$ cat config.mk
export PLATFORM = sky130hd
export DESIGN_NAME = config_sweep_ctrl
export DESIGN_NICKNAME = d
export VERILOG_FILES = /design/src/rtl/config_sweep_ctrl_pkg.sv /design/src/rtl/sweep_result_bank.sv /design/src/rtl/config_sweep_ctrl.sv
export SDC_FILE = /design/constraint.sdc
export NUM_CORES = 1
export LEC_CHECK = 0
export BUFFER_PORTS_ARGS = -buffer_cell sky130_fd_sc_hd__buf_2
export CAP_MARGIN = 20
export CORE_MARGIN = 4
export CORE_UTILIZATION = 53
export DETAILED_ROUTE_END_ITERATION = 7
export PLACE_DENSITY = 0.87
export SLEW_MARGIN = 20
export SYNTH_ARGS = -nofsm -noshare
export SYNTH_HDL_FRONTEND = slang
export SYNTH_SLANG_ARGS = --single-unit
$ cat constraint.sdc
create_clock -name clk -period 16.3 [get_ports clk]
set_clock_uncertainty 0.05 [all_clocks]
set_input_delay 0.815 -clock clk [delete_from_list [all_inputs] [get_ports clk]]
set_output_delay 0.815 -clock clk [all_outputs]
set_load 0.01 [all_outputs]
$ cat src/rtl/config_sweep_ctrl_pkg.sv
// Shared types for the configuration sweep controller: FSM states, slot indexing, predictor counters.
// Pure declarations; no logic, no latency.
package config_sweep_ctrl_pkg;

    localparam int SWEEP_SLOTS   = 4;
    localparam int SWEEP_IDX_LEN = 2;

    typedef enum logic [1:0] {
        ST_IDLE     = 2'd0,
        ST_CORE_RST = 2'd1,
        ST_RUN      = 2'd2,
        ST_DONE     = 2'd3
    } sweep_state_t;

    typedef logic [SWEEP_IDX_LEN-1:0] slot_idx_t;

    typedef struct packed {
        logic [31:0] total;
        logic [31:0] correct;
        logic [31:0] wrong;
    } bp_cnt_t;

endpackage

$ cat src/rtl/sweep_result_bank.sv
// Four-slot result store: one registered write port, synchronous clear, combinational read.
// Writes land on the next edge; reads have zero latency; no backpressure.
module sweep_result_bank
    import config_sweep_ctrl_pkg::*;
#(
    parameter int CNT_W = 32
) (
    input  logic             clk,
    input  logic             rst,
    input  logic             clr,
    input  logic             wr_en,
    input  slot_idx_t        wr_idx,
    input  logic [CNT_W-1:0] wr_cycles,
    input  bp_cnt_t          wr_cnt,
    input  logic             wr_timeout,
    input  slot_idx_t        rd_idx,
    output logic [CNT_W-1:0] rd_cycles,
    output bp_cnt_t          rd_cnt,
    output logic             rd_timeout
);

    logic [CNT_W-1:0]       cycles_q [SWEEP_SLOTS];
    bp_cnt_t                cnt_q    [SWEEP_SLOTS];
    logic [SWEEP_SLOTS-1:0] timeout_q;

    always_ff @(posedge clk) begin
        if (rst || clr) begin
            for (int i = 0; i < SWEEP_SLOTS; i++) begin
                cycles_q[i] <= '0;
                cnt_q[i]    <= '0;
            end
            timeout_q <= '0;
        end else if (wr_en) begin
            cycles_q[wr_idx]  <= wr_cycles;
            cnt_q[wr_idx]     <= wr_cnt;
            timeout_q[wr_idx] <= wr_timeout;
        end
    end

    assign rd_cycles  = cycles_q[rd_idx];
    assign rd_cnt     = cnt_q[rd_idx];
    assign rd_timeout = timeout_q[rd_idx];

endmodule

$ cat src/rtl/config_sweep_ctrl.sv
// Runs the core once per (forward_EN, bp_enable) combination, logging cycles and predictor counters.
// Per slot: RST_CYCLES of core reset then up to MAX_CYCLES of run; start is ignored while busy.
module config_sweep_ctrl
    import config_sweep_ctrl_pkg::*;
#(
    parameter int RST_CYCLES = 4,
    parameter int MAX_CYCLES = 4096,
    parameter int CNT_W      = 32
) (
    input  logic             clk,
    input  logic             rst,
    input  logic             start,
    input  logic [31:0]      halt_pc,
    input  logic [31:0]      pc_if,
    input  logic [31:0]      bp_total,
    input  logic [31:0]      bp_correct,
    input  logic [31:0]      bp_wrong,
    output logic             cpu_rst,
    output logic             forward_EN,
    output logic             bp_enable,
    output logic             busy,
    output logic             done,
    input  logic [1:0]       rd_idx,
    output logic [CNT_W-1:0] rd_cycles,
    output logic [31:0]      rd_bp_total,
    output logic [31:0]      rd_bp_correct,
    output logic [31:0]      rd_bp_wrong,
    output logic             rd_timeout
);

    localparam int               RC_W      = (RST_CYCLES > 1) ? $clog2(RST_CYCLES) : 1;
    localparam logic [RC_W-1:0]  RC_LAST   = RC_W'(RST_CYCLES - 1);
    localparam logic [CNT_W-1:0] RUN_LIMIT = CNT_W'(MAX_CYCLES);
    localparam slot_idx_t        LAST_SLOT = SWEEP_IDX_LEN'(SWEEP_SLOTS - 1);

    sweep_state_t     state;
    slot_idx_t        idx;
    slot_idx_t        next_idx;
    logic [RC_W-1:0]  rst_cnt;
    logic [CNT_W-1:0] run_cnt;

    logic    halt_hit;
    logic    limit_hit;
    logic    run_exit;
    logic    sweep_go;
    bp_cnt_t cur_cnt;
    bp_cnt_t rd_cnt;

    assign halt_hit  = (pc_if == halt_pc);
    assign limit_hit = (run_cnt == RUN_LIMIT);
    assign run_exit  = (state == ST_RUN) && (halt_hit || limit_hit);
    assign sweep_go  = start && ((state == ST_IDLE) || (state == ST_DONE));
    assign next_idx  = idx + 1'b1;
    assign cur_cnt   = '{total: bp_total, correct: bp_correct, wrong: bp_wrong};

    always_ff @(posedge clk) begin
        if (rst) begin
            state      <= ST_IDLE;
            idx        <= '0;
            rst_cnt    <= '0;
            run_cnt    <= '0;
            cpu_rst    <= 1'b1;
            forward_EN <= 1'b0;
            bp_enable  <= 1'b0;
            busy       <= 1'b0;
            done       <= 1'b0;
        end else begin
            case (state)
                ST_IDLE, ST_DONE: begin
                    if (start) begin
                        state      <= ST_CORE_RST;
                        idx        <= '0;
                        rst_cnt    <= '0;
                        forward_EN <= 1'b0;
                        bp_enable  <= 1'b0;
                        busy       <= 1'b1;
                        done       <= 1'b0;
                    end
                end
                ST_CORE_RST: begin
                    if (rst_cnt == RC_LAST) begin
                        state   <= ST_RUN;
                        run_cnt <= CNT_W'(1);
                        cpu_rst <= 1'b0;
                    end else begin
                        rst_cnt <= rst_cnt + 1'b1;
                    end
                end
                ST_RUN: begin
                    if (run_exit) begin
                        // Core goes back into reset on the same edge its counters are captured.
                        cpu_rst <= 1'b1;
                        if (idx == LAST_SLOT) begin
                            state <= ST_DONE;
                            busy  <= 1'b0;
                            done  <= 1'b1;
                        end else begin
                            state      <= ST_CORE_RST;
                            idx        <= next_idx;
                            rst_cnt    <= '0;
                            forward_EN <= next_idx[1];
                            bp_enable  <= next_idx[0];
                        end
                    end else begin
                        run_cnt <= run_cnt + 1'b1;
                    end
                end
                default: state <= ST_IDLE;
            endcase
        end
    end

    // Halt takes priority over the limit, so a coincident hit is not a timeout.
    sweep_result_bank #(.CNT_W(CNT_W)) u_bank (
        .clk        (clk),
        .rst        (rst),
        .clr        (sweep_go),
        .wr_en      (run_exit),
        .wr_idx     (idx),
        .wr_cycles  (run_cnt),
        .wr_cnt     (cur_cnt),
        .wr_timeout (!halt_hit),
        .rd_idx     (rd_idx),
        .rd_cycles  (rd_cycles),
        .rd_cnt     (rd_cnt),
        .rd_timeout (rd_timeout)
    );

    assign rd_bp_total   = rd_cnt.total;
    assign rd_bp_correct = rd_cnt.correct;
    assign rd_bp_wrong   = rd_cnt.wrong;

endmodule

=== After elaboration in Yosys (flattened, before gate mapping) ===
Memory sizes are Yosys's and may differ from the RTL's.
Index checks and enable logic that the tools add are counted.

* Magnitude comparators: 3
* $add $sub $neg: 3
* Equal/unequal tests: 14
* Multiplexer cells: 49
* Reductions and logical operators: 19

{| class="wikitable"
|+ Operators by type and width
! kind !! count
|-
| two-way mux 32 bit || 3
|-
| two-way mux 96 bit || 1
|-
| OR reduction 96 bit || 1
|-
| one-hot mux 32 bit (2 select lines) || 1
|-
| adder 32 x 1 -> 32 bit (second input constant) || 1
|-
| == test 32 x 13 -> 1 bit (second input constant) || 1
|-
| == test 32 bit || 1
|-
| OR reduction 32 bit || 1
|-
| two-way mux 2 bit || 12
|-
| two-way mux 1 bit || 21
|-
| != test 2 bit (second input constant) || 6
|-
| one-hot mux 2 bit (3 select lines) || 2
|-
| AND reduction 4 bit || 3
|-
| one-hot mux 1 bit (2 select lines) || 5
|-
| AND reduction 3 bit || 3
|-
| == test 2 bit (second input constant) || 4
|-
| less-than comparator 2 x 3 -> 1 bit (second input constant) || 2
|-
| adder 2 x 1 -> 2 bit (second input constant) || 2
|-
| bitwise mux 4 bit || 1
|-
| one-hot mux 2 bit (2 select lines) || 1
|-
| nonzero test 2 bit || 2
|-
| logical AND 1 bit || 3
|-
| logical OR 1 bit || 3
|-
| binary-select mux 1 bit (select 2 bit) || 1
|-
| other kinds (7) || 7
|}

* Logic and storage cells: 100
* Bits of input ports: 165
* Bits in writable memories: 512
* Output and inout port bits: 134
* Bits in registers: 47
* Memories: 2

{| class="wikitable"
|+ Memory list
! memory !! depth !! bits a word !! read ports !! clocked after Yosys merged registers in !! write ports !! RTL line !! source
|-
| u_bank.cnt_q || 4 || 96 || 1 || 0 || 4 || sweep_result_bank.sv:23 || <nowiki>bp_cnt_t cnt_q [SWEEP_SLOTS];</nowiki>
|-
| u_bank.cycles_q || 4 || 32 || 1 || 0 || 4 || sweep_result_bank.sv:22 || <nowiki>logic [CNT_W-1:0] cycles_q [SWEEP_SLOTS];</nowiki>
|}

=== Depth between registers and ports, before layout ===
Gate-level depths: netlist of run 1.

* Depth after elaboration: 8
* Gate-level depth with buffers: 10
* Depth with buffers taken out: 8

=== Hierarchy ===
From an unflattened synthesis of run 1, not the netlist that was laid out.

* Cells, all modules: 1789
* Area, all modules: 25735.9 um2

{| class="wikitable"
|+ Modules (own cells, without submodules)
! module !! area each (um2) !! instances !! seq. area each (um2) !! cells an instance
|-
| sweep_result_bank || 22914.5 || 1 || 15454.8 || 1433
|-
| config_sweep_ctrl || 2821.5 || 1 || 820.8 || 356
|}

=== Worst setup path before layout of run 1 ===
No wires, ideal clock.

* Path kind: input to register
* From: input port halt_pc[18]
* To: memory u_bank.cnt_q[3][0] in the netlist's numbering (enable)
* Setup slack: 0.371 ns
* Library setup time: 0.961 ns
* Data required time: 15.289 ns
* Stages: 7
* Arrival: 14.918 ns
* Path buffers: 2
* Cell sequence: xnor2_1 nand4_1 nor4_4 a21oi_2 clkbuf_1 buf_1 o41ai_1

{| class="wikitable"
|+ RTL lines
! item !! RTL line !! source
|-
| from (decl) || config_sweep_ctrl.sv:13 || <nowiki>input logic [31:0] halt_pc,</nowiki>
|-
| to (decl) || sweep_result_bank.sv:23 ||
|}

==> results of run 1 <==
sequential cells by signal, summed over array words and instances, names as in the netlist:
| name | cells |
|---|---|
| u_bank.cnt_q | 384 |
| u_bank.cycles_q | 128 |
| run_cnt | 32 |
| u_bank.timeout_q | 4 |
| rst_cnt | 2 |
| state | 2 |
| busy | 1 |
| cpu_rst | 1 |
| done | 1 |
| forward_EN | 1 |
| idx | 1 |
through the flow:
stage	hold slack, ns	total power, uW	instance area, um2	util [%]	cells
2_1_floorplan	0.406	2290	25300	-	1805
3_3_place_gp	0.420	2460	27100	57.9	2566
3_5_place_dp	0.433	2490	27100	57.9	2566
4_1_cts	0.403	3800	29100	62.0	2672
5_1_grt	0.423	3910	29100	62.1	2675
6_report	0.421	3790	29100	62.1	2675
placed cells by master (no fill, tap or decap), types with 32 or more instances in the layout:
master                      instances
sky130_fd_sc_hd__and2_1           130
sky130_fd_sc_hd__mux4_2           129
sky130_fd_sc_hd__nor4_1           134
sky130_fd_sc_hd__edfxtp_1         512
sky130_fd_sc_hd__nand2_1           40
sky130_fd_sc_hd__buf_2            296
sky130_fd_sc_hd__inv_1            131
sky130_fd_sc_hd__xnor2_1           32
sky130_fd_sc_hd__dfxtp_1           44
sky130_fd_sc_hd__nor3_1           269
sky130_fd_sc_hd__clkbuf_16         57
power by group:
group | total, uW | leakage [uW] | switching (uW) | internal, uW
Sequential | 1900 | 0.00594 | 68.2 | 1830
Clock | 1320 | 0.000937 | 554 | 766
Combinational | 571 | 0.00395 | 374 | 197
Total | 3790 | 0.0108 | 996 | 2790
area by class of cell:
cell class	count	area [um2]	share of cell area, %
tap	607	759	2.61
sequential	557	16300	56.0
inverter	133	504	1.73
timing repair buffer	323	1730	5.95
antenna	2	5.00	0.0172
clock inverter	38	422	1.45
multi-input combinational	947	7900	27.1
clock buffer	68	1490	5.12
Yosys cell counts (3+ instances only):
library cell               instances
sky130_fd_sc_hd__ha_1             10
sky130_fd_sc_hd__nor2_1           23
sky130_fd_sc_hd__o211ai_1          8
sky130_fd_sc_hd__or4_1             4
sky130_fd_sc_hd__inv_1           131
sky130_fd_sc_hd__nand2_1          40
sky130_fd_sc_hd__mux2i_1           8
sky130_fd_sc_hd__clkbuf_1        109
sky130_fd_sc_hd__and3_1            3
sky130_fd_sc_hd__o311ai_0          3
sky130_fd_sc_hd__xnor2_1          32
sky130_fd_sc_hd__mux4_2          129
sky130_fd_sc_hd__and2_1          130
sky130_fd_sc_hd__buf_2            30
sky130_fd_sc_hd__edfxtp_1        512
sky130_fd_sc_hd__nand2b_1          9
sky130_fd_sc_hd__buf_1            29
sky130_fd_sc_hd__nor4_1          134
sky130_fd_sc_hd__nand3_1          14
sky130_fd_sc_hd__o21ai_0          12
sky130_fd_sc_hd__a21oi_1          20
sky130_fd_sc_hd__nand4_1          29
sky130_fd_sc_hd__and4_1            6
sky130_fd_sc_hd__a311o_1           3
sky130_fd_sc_hd__o32ai_1           4
sky130_fd_sc_hd__nor4b_1           4
sky130_fd_sc_hd__a221o_1           3
sky130_fd_sc_hd__a311oi_1          4
sky130_fd_sc_hd__a31oi_1          11
sky130_fd_sc_hd__nor3_1          269
sky130_fd_sc_hd__dfxtp_1          45
sky130_fd_sc_hd__a21o_1            3
logic make-up after synthesis:
logic type               share of synthesized area [%]
AO/OA/AOI/OAI                                     2.59
XOR/XNOR                                          1.11
adder cells (fa/ha/maj)                          0.495
buffers and inverters                             4.62
flip-flops                                        64.4
multiplexers                                      11.9
AND/OR/NAND/NOR                                   14.9
metal layers:
| layer | track usage, % | share of wire (%) | vias to the layer above |
|---|---|---|---|
| met5 | 0 | 0.065 | - |
| li1 | - | - | 7377 |
| met2 | 44.3 | 51 | 1189 |
| met1 | 34.1 | 36 | 8596 |
| met3 | 5.63 | 10 | 136 |
| met4 | 7.34 | 2.3 | 6 |
how the worst max path moves through the flow:
stage                     cells past startpoint  slack (ns)                    end         from
after floorplan                               7        0.37     u_bank.cnt_q[3][0]  halt_pc[18]
after global placement                        9       11.41    u_bank.cnt_q[1][47]  halt_pc[18]
after detailed placement                      8       11.37    u_bank.cnt_q[0][22]   halt_pc[9]
after CTS                                     5       11.52        rd_bp_total[13]    rd_idx[0]
after global routing                          9       11.26    u_bank.cnt_q[0][92]   run_cnt[0]
final                                         9       11.52  u_bank.cycles_q[0][6]   run_cnt[0]
==> implementation parameters, run 1 <==
Parameter                              Value

Yosys
  Register bit total from synthesis ... 557
  Synthesized Nets ... about 2,000
  Area of the mapped netlist ... 25,300 um2
  Mean area per synthesized cell ... 14.0 um2
  Post-synth EDFFs ... 512
  Cell types occupying the most area after synthesis ... sky130_fd_sc_hd__edfxtp_1 (61%), sky130_fd_sc_hd__mux4_2 (11%), sky130_fd_sc_hd__nor3_1 (5.3%)
  Ys flop type ... sky130_fd_sc_hd__edfxtp_1
  Async set or reset register ratio after synthesis ... 0%
  Post-synth cell types ... 56
  Proportion of netlist area held by the largest area contributor ... 60.8%
  Top cell type by total area after synthesis ... sky130_fd_sc_hd__edfxtp_1
  Portion of the post-synthesis area used by sequential elements ... 64.4%
  Warning count from the yosys run ... 0
  Number of standard cells after synthesis ... 1,805

Die
  Number of top-level design ports ... ~300
  Total Die Area ... just over 50,000 um2
  Starting density of the core ... a little over half
  # rows ... 79
  Core Region ... approximately 47,000 um2
  Die Span Y ... 226 um
  Horizontal die dimension ... 226 um

Critical path
  Depth of the worst register-to-register path ... 9
  Crit Path Category ... flop to flop
  Critical Path Sink Type ... flop
  R2r setup slk ... 11.52 ns
  Top delay family on crit path ... compound AO/OA/AOI/OAI gates
  Highest net fanout along the worst path ... 72
  Number of buffer and inverter instances along the worst setup path ... 2
  Worst R2R End ... u_bank.cycles_q[0][6]
  CP max stage cell ... sky130_fd_sc_hd__buf_4
  Worst path most repeated cell ... sky130_fd_sc_hd__nand4_1
  Peak per-stage delay on the critical path ... 0.95 ns
  Data required time at the worst endpoint ... 16.47 ns
  Crit Reg-Reg Startpoint ... run_cnt[0]
  Arrival time of data at the critical path endpoint ... 4.95 ns
  Ordered cell list for the critical path ... inv_1 -> ha_1 -> nor4b_1 -> nand4_1 -> nor2_2 -> a21o_1 -> nand4_1 -> o21ai_4 -> buf_4
  Startpoint types ... flop

Status
  Run status ... finished, final reports clean

Timing
  Crit path setup slack, layout ... approximately 12 ns
  Fmax ... around 210 MHz
  Setup Viol. Count Final ... 0
  RSZ-0062 raised after global routing ... false
  Final hold violation count ... 0
  Final critical-path required period ... 4.78 ns
  Share of the clock period used by the worst path ... between 20 and 30%
  Pins over their slew limit ... 0
  Tightest Pin Transition ... 1.18 ns
  Setup TNS ... 0 ns
  Tightest slew margin relative to the limit ... 21.1%

Global route
  Largest net degree at the start of global routing ... 162
  Vias in the first global route ... 17,977
  Antenna violations before repair ... 5
  First-pass GRT wire length ... around 100,000 um
  Global route overflow ... 0
  Global Route Usage Sum ... 26.0%

Clock tree
  CTS-repair resized insts ... 0
  Clock Tree Root ... sky130_fd_sc_hd__clkbuf_16
  CTS max path bufs ... 3
  Clock tree from TritonCTS ... done
  Clock insertion delay at the later pin of the skew report ... 0.62 ns
  Clock slew at reported path FFs ... 0.06 ns
  Postcts setup bufs ... 0
  Number of clock buffers inserted by TritonCTS ... 57
  TritonCTS sink count ... 557
  Number of hold-repair buffers added at the cts stage ... 0
  Htree depth ... 2

Routing
  Post-route ant nets ... 0
  Pre-Repair DR Iteration Count ... 6
  DRC violation count after routing ... 0
  Total detailed-routing wirelength ... between 60,000 and 70,000 um
  Drt via density ... 6.47
  Number of violations reported at the end of detailed-routing iteration 0 ... 2,213
  Total vias in the final route ... 17,304
  Wire per inst ... ~25 um

Min path
  Worst hold path depth ... 2
  Hold-critical path endpoint ... u_bank.cnt_q[1][13]
  Min-Delay Startpoint ... bp_wrong[13]
  Worst min-delay path category ... input pin to flop

Placed design
  Post-DP HPWL ... ~38,000 um
  Worst slack at placement ... 11.37 ns
  Number of buffer cells added on primary ports ... around 300
  Routability Congestion ... 0.833

Power and ir drop
  Pwr/cell area ... around 130 nW/um2
  Leakage ... 0.0108 uW
  IR Drop Worst-Case VDD ... 101 uV

Cells and area
  Fin nets ... 2,194
  Layout fillers ... 3,378
  Area growth syn-to-layout ... 15.1%
  Fraction of layout instances using a drive strength above 1 ... between 20% and 30%

Run
  Count of max-cap constraint violations ... 0
Note: power is estimated with default switching activity, not from simulation.
==> inputs of run 2 (changes only) <==
Settings changed: ABC_AREA set to 1.
Clock period 16.3 ns to 4.1 ns, I/O delays scaled along.
==> run 2 against run 1 <==
Sequential share of layout area down 3.7 points; final area is 7.0% higher; die area increased by 5.1%; via count up 23%; area after synthesis rose by 5.3%; synthesized cell count rose by 40%; maximum frequency is 37% higher; setup slack lost 11 ns; clock power increased to 3.7 times the previous value; utilization up 1.1 points; critical path type unchanged; highest routed layer is now met4.
==> implementation parameters, run 2 <==
Parameter                              Value

Yosys
  Synthesized Nets ... 2,709 (+37%)
  Top cells by count, synth ... sky130_fd_sc_hd__nor2_1 (610), sky130_fd_sc_hd__edfxtp_1 (512), sky130_fd_sc_hd__o21ai_0 (263), sky130_fd_sc_hd__nor3_2 (220), sky130_fd_sc_hd__nand2_1 (169)
  Warning count from the yosys run ... 0 (unchanged)
  Post-synth cell types ... 29 (-48%)
  Portion of the post-synthesis area used by sequential elements ... 61.2% (-3.2 points)
  Post-synth EDFFs ... 512 (unchanged)
  Area of the mapped netlist ... 26,600 um2 (+5.3%)
  Proportion of netlist area held by the largest area contributor ... 57.8% (-3.0 points)
  Async set or reset register ratio after synthesis ... 0% (unchanged)
  Mean area per synthesized cell ... 10.5 um2 (-25%)
  Most frequent cell after synthesis ... sky130_fd_sc_hd__nor2_1
  Register bit total from synthesis ... 557 (unchanged)
  Ys flop type ... sky130_fd_sc_hd__edfxtp_1
  Cell types occupying the most area after synthesis ... sky130_fd_sc_hd__edfxtp_1 (58%), sky130_fd_sc_hd__nor2_1 (8.6%), sky130_fd_sc_hd__nor3_2 (8.3%)
  Number of standard cells after synthesis ... 2,534 (+40%)
  Top cell type by total area after synthesis ... sky130_fd_sc_hd__edfxtp_1

Cells and area
  Register ranked first by flip-flop count ... u_bank.cnt_q
  Fin nets ... 3,008 (+37%)
  Largest registers ranked by flip-flop count ... u_bank.cnt_q (384), u_bank.cycles_q (128), run_cnt (32)
  Fraction of layout instances using a drive strength above 1 ... 22.8% (-4.1 points)
  Final cell utilization of the core ... 63.2% (+1.1 points)
  Leading cell type in the layout, fill and taps excluded ... sky130_fd_sc_hd__nor2_1
  Area growth syn-to-layout ... 17.0%
  Flip-flop count of the largest register, all copies and words added ... 384 (unchanged)
  Highest-count cells in the layout ignoring fill and taps ... sky130_fd_sc_hd__nor2_1 (610), sky130_fd_sc_hd__edfxtp_1 (512), sky130_fd_sc_hd__buf_2 (296)

Timing
  Tightest Pin Transition ... 1.09 ns (-0.0981 ns)
  Final critical-path required period ... 3.48 ns (-1.30 ns)
  Share of the clock period used by the worst path ... 84.8% (+56 points)
  Pins over their slew limit ... 0 (unchanged)
  Tightest slew margin relative to the limit ... 27.7% (+6.5 points)
  RSZ-0062 raised after global routing ... false
  Setup Viol. Count Final ... 0 (unchanged)
  Final hold violation count ... 0 (unchanged)
  Worst hold slack ... 0.108 ns (-0.313 ns)
  Fmax ... 287 MHz (+37%)

Critical path
  Startpoint types ... flop
  Crit Path Category ... flop to flop
  Data required time at the worst endpoint ... 4.37 ns (-12.10 ns)
  Peak per-stage delay on the critical path ... 0.62 ns (-0.33 ns)
  R2r setup slk ... 0.62 ns (-10.90 ns)
  Worst R2R End ... u_bank.cnt_q[2][17]
  Depth of the worst register-to-register path ... 11 (+2)
  Crit Reg-Reg Startpoint ... run_cnt[21]
  Critical Path Sink Type ... flop
  Ordered cell list for the critical path ... clkinv_1 -> nand4_1 -> nor3_1 -> nand2_1 -> nand2_2 -> nand2_4 -> nor2_4 -> nand2_8 -> buf_4 -> buf_4 -> nor3_2
  Arrival time of data at the critical path endpoint ... 3.75 ns (-1.20 ns)
  Highest net fanout along the worst path ... 43 (-40%)
  CP max stage cell ... sky130_fd_sc_hd__buf_4
  Worst path most repeated cell ... sky130_fd_sc_hd__buf_4

Power and ir drop
  Pwr/cell area ... 498 nW/um2 (+280%)
  Total power draw ... 15,500 uW (+310%)
  IR Drop Worst-Case VDD ... 315 uV (+210%)
  Leakage ... 0.0118 uW (+9.4%)

Global route
  Largest net degree at the start of global routing ... 150 (-7.4%)
  First-pass GRT wire length ... 116,000 um (+12%)
  Vias in the first global route ... 21,386 (+19%)
  Global route overflow ... 0 (unchanged)
  Global Route Usage Sum ... 27.1% (+1.1 points)
  Antenna violations before repair ... 1 (-4)

Clock tree
  Clock Tree Root ... sky130_fd_sc_hd__clkbuf_16
  CTS max path bufs ... 3 (unchanged)
  Clock insertion delay at the later pin of the skew report ... 0.60 ns (-0.02 ns)
  Htree depth ... 2 (unchanged)
  Clock slew at reported path FFs ... 0.06 ns (about the same)
  Clock tree from TritonCTS ... done
  Postcts setup bufs ... 0 (unchanged)
  TritonCTS sink count ... 557 (unchanged)
  CTS-repair resized insts ... 0 (unchanged)
  Number of clock buffers inserted by TritonCTS ... 55 (-3.5%)

Routing
  Total detailed-routing wirelength ... 75,200 um (+12%)
  Number of violations reported at the end of detailed-routing iteration 0 ... 2,464 (+11%)
  DRC violation count after routing ... 0 (unchanged)
  Wire per inst ... 21.2 um (-16%)
  Pre-Repair DR Iteration Count ... 6 (unchanged)
  Post-route ant nets ... 0 (unchanged)
  Drt via density ... 5.99 (-7.4%)
  Total vias in the final route ... 21,209 (+23%)

Placed design
  Number of buffer cells added on primary ports ... 298 (unchanged)
  Post-DP HPWL ... 41,600 um (+9.1%)
  Routability Congestion ... 0.942 (+13%)

Die
  Die Span Y ... 232 um (+2.5%)
  # rows ... 81 (+2.5%)
  Core Region ... 49,300 um2 (+5.1%)
  Starting density of the core ... 54.0% (+0.064 points)
  Total Die Area ... 53,800 um2 (+5.1%)
  Horizontal die dimension ... 232 um (+2.5%)
  Number of top-level design ports ... 299 (unchanged)

Min path
  Worst hold path depth ... 5 (+3)
  Min-Delay Startpoint ... start
  Worst min-delay path category ... input pin to flop
  Hold-critical path endpoint ... rst_cnt[1]

Run
  Count of max-cap constraint violations ... 0 (unchanged)

Status
  Run status ... finished, final reports clean
## run 2: cell types whose count changed in the layout (fill, tap and decap cells not counted), sizes merged, moves of 18 or more
cell and change:
nor2 +587, o21ai +251, nor4 -137, and2 -132, nand2 +132, mux4 -129, o22ai +128, dlygate4sd3 +98
inv +37, nand3 +35, a21oi +26, xor2 +18
## run 2: kinds of logic after synthesis
| logic type | synth area share [%] |
|---|---|
| flops | 61.2 |
| fa+ha+maj | 0.470 |
| compound gates | 8.90 |
| simple gates | 21.7 |
| buf+inv | 6.33 |
| xor+xnor | 1.45 |
## run 2: timing repair
item,in CTS,in global routing
endpoints found under the setup margin,0,0
endpoints found under the hold margin,359,0
hold buffers,98,0
## run 2: worst max-delay path, delay by kind of cell (launching register included)
kind / cells / cell delay [ns]
flops: 1 / 0.38
buf+inv: 3 / 1.42
simple gates: 8 / 1.29
## run 2: area by class of cell
class / count / area (um2)
Fill cell: 3607 / 18100
Sequential cell: 557 / 16300
Multi-Input combinational cell: 1614 / 8750
Timing Repair Buffer: 429 / 2900
Clock buffer: 75 / 1460
Tap cell: 664 / 831
Inverter: 176 / 679
Clock inverter: 25 / 214
Antenna cell: 1 / 2.50
## run 2: routing by layer
layer / share of wire [%] / vias to the layer above / global-route usage (%) / wire (um)
met5: 0 / - / 0 / 0
met4: 3.8 / 0 / 10.8 / 2840
met3: 10 / 208 / 4.76 / 7700
met2: 50 / 1411 / 46.7 / 37400
met1: 36 / 10224 / 34.2 / 27300
li1: - / 9366 / - / -
## run 2: worst max-delay path by stage
stage / slack [ns] / cells past startpoint / to / start
2_1_floorplan: -0.83 / 9 / u_bank.cnt_q[3][0] / run_cnt[0]
3_3_place_gp: 0.83 / 11 / u_bank.cnt_q[0][21] / run_cnt[21]
3_5_place_dp: 0.71 / 11 / u_bank.cnt_q[2][17] / run_cnt[15]
4_1_cts: 0.71 / 11 / u_bank.cnt_q[0][24] / run_cnt[15]
5_1_grt: 0.44 / 11 / u_bank.cnt_q[0][24] / run_cnt[15]
6_report: 0.62 / 11 / u_bank.cnt_q[2][17] / run_cnt[21]
## run 2: report_power, final
part	internal (uW)	leakage, uW	switching, uW
Clock	2680	0.000808	2140
Combinational	738	0.00510	2230
Sequential	7290	0.00594	417
## run 2: through the flow
stage                     setup WS, ns  instances  TNS (ns)  cell area, um2
after floorplan                 -0.833       2534   -112.62           26700
after global placement           0.833       3342         0           28500
after global routing             0.437       3541         0           31100
after CTS                        0.707       3540         0           31100
after detailed placement         0.714       3342         0           28500
final                            0.621       3541         0           31100
